[config.mk]
export PLATFORM = sky130hd
export DESIGN_NAME = serial_rca_ctrl
export DESIGN_NICKNAME = d
export VERILOG_FILES = /design/src/rtl/serial_rca_ctrl.sv
export SDC_FILE = /design/constraint.sdc
export NUM_CORES = 1
export LEC_CHECK = 0
export CORE_UTILIZATION = 54
export DETAILED_ROUTE_END_ITERATION = 10
export PLACE_DENSITY = 0.87
export SLEW_MARGIN = 20
export SYNTH_ARGS = -nofsm -noshare
export SYNTH_HDL_FRONTEND = slang
export SYNTH_SLANG_ARGS = --single-unit
[constraint.sdc]
create_clock -name clk -period 3.94 [get_ports clk]
set_clock_uncertainty 0.05 [all_clocks]
set_input_delay 0.394 -clock clk [delete_from_list [all_inputs] [get_ports clk]]
set_output_delay 0.394 -clock clk [all_outputs]
set_load 0.01 [all_outputs]
[src/rtl/serial_rca_ctrl.sv]
// rtl/serial_rca_ctrl.sv - bit-serial adder controller sharing one mux-carry full-adder cell, LSB first.
// Optional subtract mode is enabled by defining SERIAL_RCA_SUB_EN.
module serial_rca_ctrl #(
   parameter int WIDTH = 8
) (
   input  logic             clk,
   input  logic             rst_n,
   input  logic             start,
   input  logic [WIDTH-1:0] a,
   input  logic [WIDTH-1:0] b,
   input  logic             c_in,
`ifdef SERIAL_RCA_SUB_EN
   input  logic             sub,
`endif
   output logic             busy,
   output logic             done,
   output logic [WIDTH-1:0] sum,
   output logic             c_out
);

   localparam int CW = (WIDTH > 1) ? $clog2(WIDTH) : 1;

   typedef enum logic [1:0] {IDLE, RUN, DONE} state_t;

   state_t           state, state_d;
   logic [WIDTH-1:0] a_sh, a_sh_d, b_sh, b_sh_d, res_sh, res_sh_d;
   logic [WIDTH-1:0] sum_d, res_next, b_cap;
   logic             carry, carry_d, c_out_d, busy_d, done_d;
   logic             bit_sum, carry_nx, c_cap;
   logic [CW-1:0]    cnt, cnt_d;

   // Shared full-adder cell: carry-out as a 2:1 mux selected by the A bit.
   assign bit_sum  = a_sh[0] ^ b_sh[0] ^ carry;
   assign carry_nx = a_sh[0] ? (b_sh[0] | carry) : (b_sh[0] & carry);

   generate
      if (WIDTH == 1) begin : g_res_w1
         assign res_next = bit_sum;
      end else begin : g_res_wn
         assign res_next = {bit_sum, res_sh[WIDTH-1:1]};
      end
   endgenerate

`ifdef SERIAL_RCA_SUB_EN
   // Subtract as a + ~b + 1; c_in is ignored when sub is set.
   assign b_cap = sub ? ~b : b;
   assign c_cap = sub | c_in;
`else
   assign b_cap = b;
   assign c_cap = c_in;
`endif

   always_comb begin
      state_d  = state;
      a_sh_d   = a_sh;
      b_sh_d   = b_sh;
      res_sh_d = res_sh;
      carry_d  = carry;
      cnt_d    = cnt;
      sum_d    = sum;
      c_out_d  = c_out;
      busy_d   = 1'b0;
      done_d   = 1'b0;
      case (state)
         IDLE, DONE: begin
            state_d = IDLE;
            if (start) begin
               a_sh_d  = a;
               b_sh_d  = b_cap;
               carry_d = c_cap;
               cnt_d   = '0;
               busy_d  = 1'b1;
               state_d = RUN;
            end
         end
         RUN: begin
            res_sh_d = res_next;
            carry_d  = carry_nx;
            a_sh_d   = a_sh >> 1;
            b_sh_d   = b_sh >> 1;
            cnt_d    = cnt + 1'b1;
            if (cnt == CW'(WIDTH - 1)) begin
               sum_d   = res_next;
               c_out_d = carry_nx;
               done_d  = 1'b1;
               state_d = DONE;
            end else begin
               busy_d = 1'b1;
            end
         end
         default: state_d = IDLE;
      endcase
   end

   always_ff @(posedge clk) begin
      if (!rst_n) begin
         state  <= IDLE;
         a_sh   <= '0;
         b_sh   <= '0;
         res_sh <= '0;
         carry  <= 1'b0;
         cnt    <= '0;
         sum    <= '0;
         c_out  <= 1'b0;
         busy   <= 1'b0;
         done   <= 1'b0;
      end else begin
         state  <= state_d;
         a_sh   <= a_sh_d;
         b_sh   <= b_sh_d;
         res_sh <= res_sh_d;
         carry  <= carry_d;
         cnt    <= cnt_d;
         sum    <= sum_d;
         c_out  <= c_out_d;
         busy   <= busy_d;
         done   <= done_d;
      end
   end

endmodule

==> flow_summary.json <==
{
  "total_power_uw": 729,
  "cts_root_buffer": "sky130_fd_sc_hd__clkbuf_4",
  "final-seq-area_um2": 801,
  "maxCapViolations": 0,
  "cts.htree.levels": 2,
  "power_report.internal_total_uw": 553,
  "grt_start_max_net_pins": 39,
  "cpPeakStageDelay_ns": 0.81,
  "synth_seq_area_share_pct": 49.7,
  "layout.nets": 238,
  "number_of_global_route_vias_before_repair": 1133,
  "setup.reg_to_reg.worst_slack_ns": 2.38,
  "pwr-share-comb_pct": 11.9,
  "hold_path_startpoint": "sum[2]",
  "asyncSetResetFlopFracSynth_pct": 0,
  "worst_skew_pair.late_latency_ns": 0.33,
  "yosysTopAreaCellShare_pct": 49.7,
  "yosys-top-cells-count": "sky130_fd_sc_hd__nand2_1, sky130_fd_sc_hd__dfxtp_1, sky130_fd_sc_hd__a21oi_1",
  "detailedPlacementHpwl_mm": 1.90,
  "final_core_utilization_pct": 68.5,
  "floorplan.die.width_um": 56.6,
  "layout.cells.non_filler": 248,
  "min_period_ns": 1.71,
  "dp.cells": 240,
  "number_of_antenna_violations_at_the_first_check_in_global_routing": 0,
  "initial_core_utilization_pct": 57.9,
  "whs_path_depth": 2,
  "r2r_start": "cnt[0]",
  "proportion_of_power_drawn_by_the_clock_network_pct": 28.1,
  "antenna_cells_inserted": 0,
  "power.static_leakage_uw": 0.000691,
  "grt.overflow.total": 0,
  "die_height_um": 56.6,
  "worst_hold_path_type": "flop to flop",
  "cts_tree": "built",
  "timing.final.setup_violations": 0,
  "multi_input_comb_area_um2": 694,
  "critical_path.slowest_cell": "sky130_fd_sc_hd__inv_1",
  "rsz0062_at_grt": "no",
  "detail_route.drc_violations": 0,
  "power_switching_share_pct": 24.1,
  "reg2regPathDepth": 5,
  "synth_cells": 194,
  "detailedRoute.firstIterationViolations": 36,
  "cts_hold_repair.buffers": 0,
  "drtAntennaViolNets": 0,
  "arrival_ns": 1.84,
  "power_per_cell_area_mw_per_mm2": 383,
  "post_cts.resized_instances": 0,
  "share_seq_of_total_power_pct": 60.0,
  "slew_headroom_pct": 27.9,
  "setup_total_negative_slack_ns": 0,
  "crit_path_max_fanout": 38,
  "whs_endpoint": "sum[2]",
  "rows": 19,
  "cts.clk_slew.worst_paths_ns": 0.11,
  "dominant_cell_by_count_in_the_synthesized_netlist": "sky130_fd_sc_hd__nand2_1",
  "min_period_over_period_pct": 43.4,
  "ys.warnings.count": 0,
  "rr_endpoint": "sum[7]",
  "synth_enable_flop_cells": 0,
  "place.port_buffers": 30,
  "worstPathCellList": "clkdlybuf4s50_1 -> inv_1 -> o31ai_1",
  "outcome": "finished clean",
  "power.net_switching_uw": 176,
  "die-area_mm2": 0.00320,
  "worst-slew-pin-transition_ns": 1.08,
  "grt_first_pass_wirelength_mm": 4.80,
  "timing.critical_path.from_type": "input pin",
  "endpoint_kind": "flop",
  "core-area_mm2": 0.00278,
  "routed_via_density": 5.42,
  "timing.final.max_slew_violations": 0,
  "cts_buffer_depth": 2,
  "place_congestion": 0.712,
  "synthTopCellsByArea": "sky130_fd_sc_hd__dfxtp_1, sky130_fd_sc_hd__nand2_1, sky130_fd_sc_hd__a311oi_1, sky130_fd_sc_hd__a21oi_1, sky130_fd_sc_hd__nor2_1",
  "postSynthRegisterBits": 40,
  "ir_drop_worst_case_vdd_mv": 0.275,
  "most_used_flip_flop_cell_after_synthesis": "sky130_fd_sc_hd__dfxtp_1",
  "drt_pass1_iterations": 4,
  "ioPinCount": 31,
  "fmax_mhz": 585,
  "minimum_setup_slack_in_the_final_design_ns": 2.23,
  "synthesis.area_mm2": 0.00161,
  "cts.repair_timing.setup_buffer_count": 0,
  "area_growth_syn_to_layout_pct": 18.3,
  "timing_hold_violations_final": 0,
  "wl_per_cell_um": 11.2,
  "synthesis.area_per_instance_um2": 8.30,
  "cts_buffers": 5,
  "synth.largest_area_cell": "sky130_fd_sc_hd__dfxtp_1",
  "worst-setup-path-type": "input pin to flop",
  "syn-num-nets": 216,
  "final.fill_count": 238,
  "vias": 1343,
  "cts_num_sinks": 40,
  "post_route_cells_drive_above_1_share_pct": 4.15,
  "timing.critical_path.required_ns": 4.07,
  "grt.total_usage_pct": 19.3,
  "synth.distinct_cells": 27,
  "post_placement_setup_slack_ns": 1.89,
  "route.final.wire_length_mm": 2.78
}
## power groups by stage
| stage | registers, µW | logic [µW] | clock network, µW |
|---|---|---|---|
| 2_1_floorplan | 444 | 66.6 | 0 |
| 6_report | 437 | 86.6 | 205 |
| 4_1_cts | 437 | 86.8 | 212 |
| 3_3_place_gp | 445 | 84.5 | 0 |
| 5_1_grt | 439 | 97.9 | 233 |
| 3_5_place_dp | 446 | 86.7 | 0 |
## cell families after synthesis
logic type	after synthesis	share of synthesized area [%]
and+or+nand+nor	95	24.7
DFF	40	49.7
AOI/OAI and AO/OA	37	15.2
buffers and inverters	17	7.15
adders and majority gates	3	2.18
xor gates and xnor gates	2	1.09
## critical path, delay by kind of cell
| family | cells | cell delay, ns |
|---|---|---|
| buf+inv | 2 | 1.27 |
| compound gates | 1 | 0.18 |
## sequential cells by signal, indices dropped and copies added (netlist names)
name	cells
a_sh	8
sum	8
b_sh	8
res_sh	7
carry	1
busy	1
c_out	1
state	2
done	1
cnt	3
## routing by layer
metal | vias to the layer above | part of all wire [%] | GRT usage (%)
met3 | 2 | 3.9 | 6.22
met4 | 0 | 0.76 | 7.32
met1 | 615 | 47 | 22.5
met5 | - | 0 | 0
met2 | 30 | 48 | 32.6
li1 | 696 | - | -
## cell usage in the layout (no fill, tap or decap), types with 2 or more instances in the layout
master and count:
sky130_fd_sc_hd__and2_1 2, sky130_fd_sc_hd__nand2b_1 2, sky130_fd_sc_hd__nand3_1 8, sky130_fd_sc_hd__o31ai_1 2, sky130_fd_sc_hd__a311oi_1 14, sky130_fd_sc_hd__clkbuf_4 5
sky130_fd_sc_hd__ha_1 2, sky130_fd_sc_hd__clkdlybuf4s50_1 30, sky130_fd_sc_hd__a21oi_1 19, sky130_fd_sc_hd__clkbuf_1 2, sky130_fd_sc_hd__nor2_1 16, sky130_fd_sc_hd__nand2_1 62
sky130_fd_sc_hd__dfxtp_1 40
## metrics by stage
step / hold WS (ns) / instance area, µm²
3_3_place_gp: 0.393 / 1850
4_1_cts: 0.418 / 1900
2_1_floorplan: 0.382 / 1610
3_5_place_dp: 0.402 / 1850
6_report: 0.412 / 1900
5_1_grt: 0.444 / 1900
## area by class of cell
cell class / instances / share of cell area, %
timing repair buffer: 31 / 16.2
sequential: 40 / 42.0
tap: 31 / 2.04
multi-input combinational: 137 / 36.5
inverter: 1 / 0.197
clock buffer: 8 / 3.09
## how the worst max path moves through the flow
stage | slack (ns) | startpoint | depth (start not counted) | end
CTS | 2.25 | rst_n | 3 | res_sh[7]
global route | 2.10 | start | 4 | a_sh[4]
floorplan | 2.67 | cnt[0] | 6 | sum[2]
global placement | 1.92 | rst_n | 3 | res_sh[7]
finish | 2.23 | rst_n | 3 | res_sh[7]
detailed placement | 1.89 | rst_n | 3 | res_sh[7]
(Power assumes the default switching activity.)
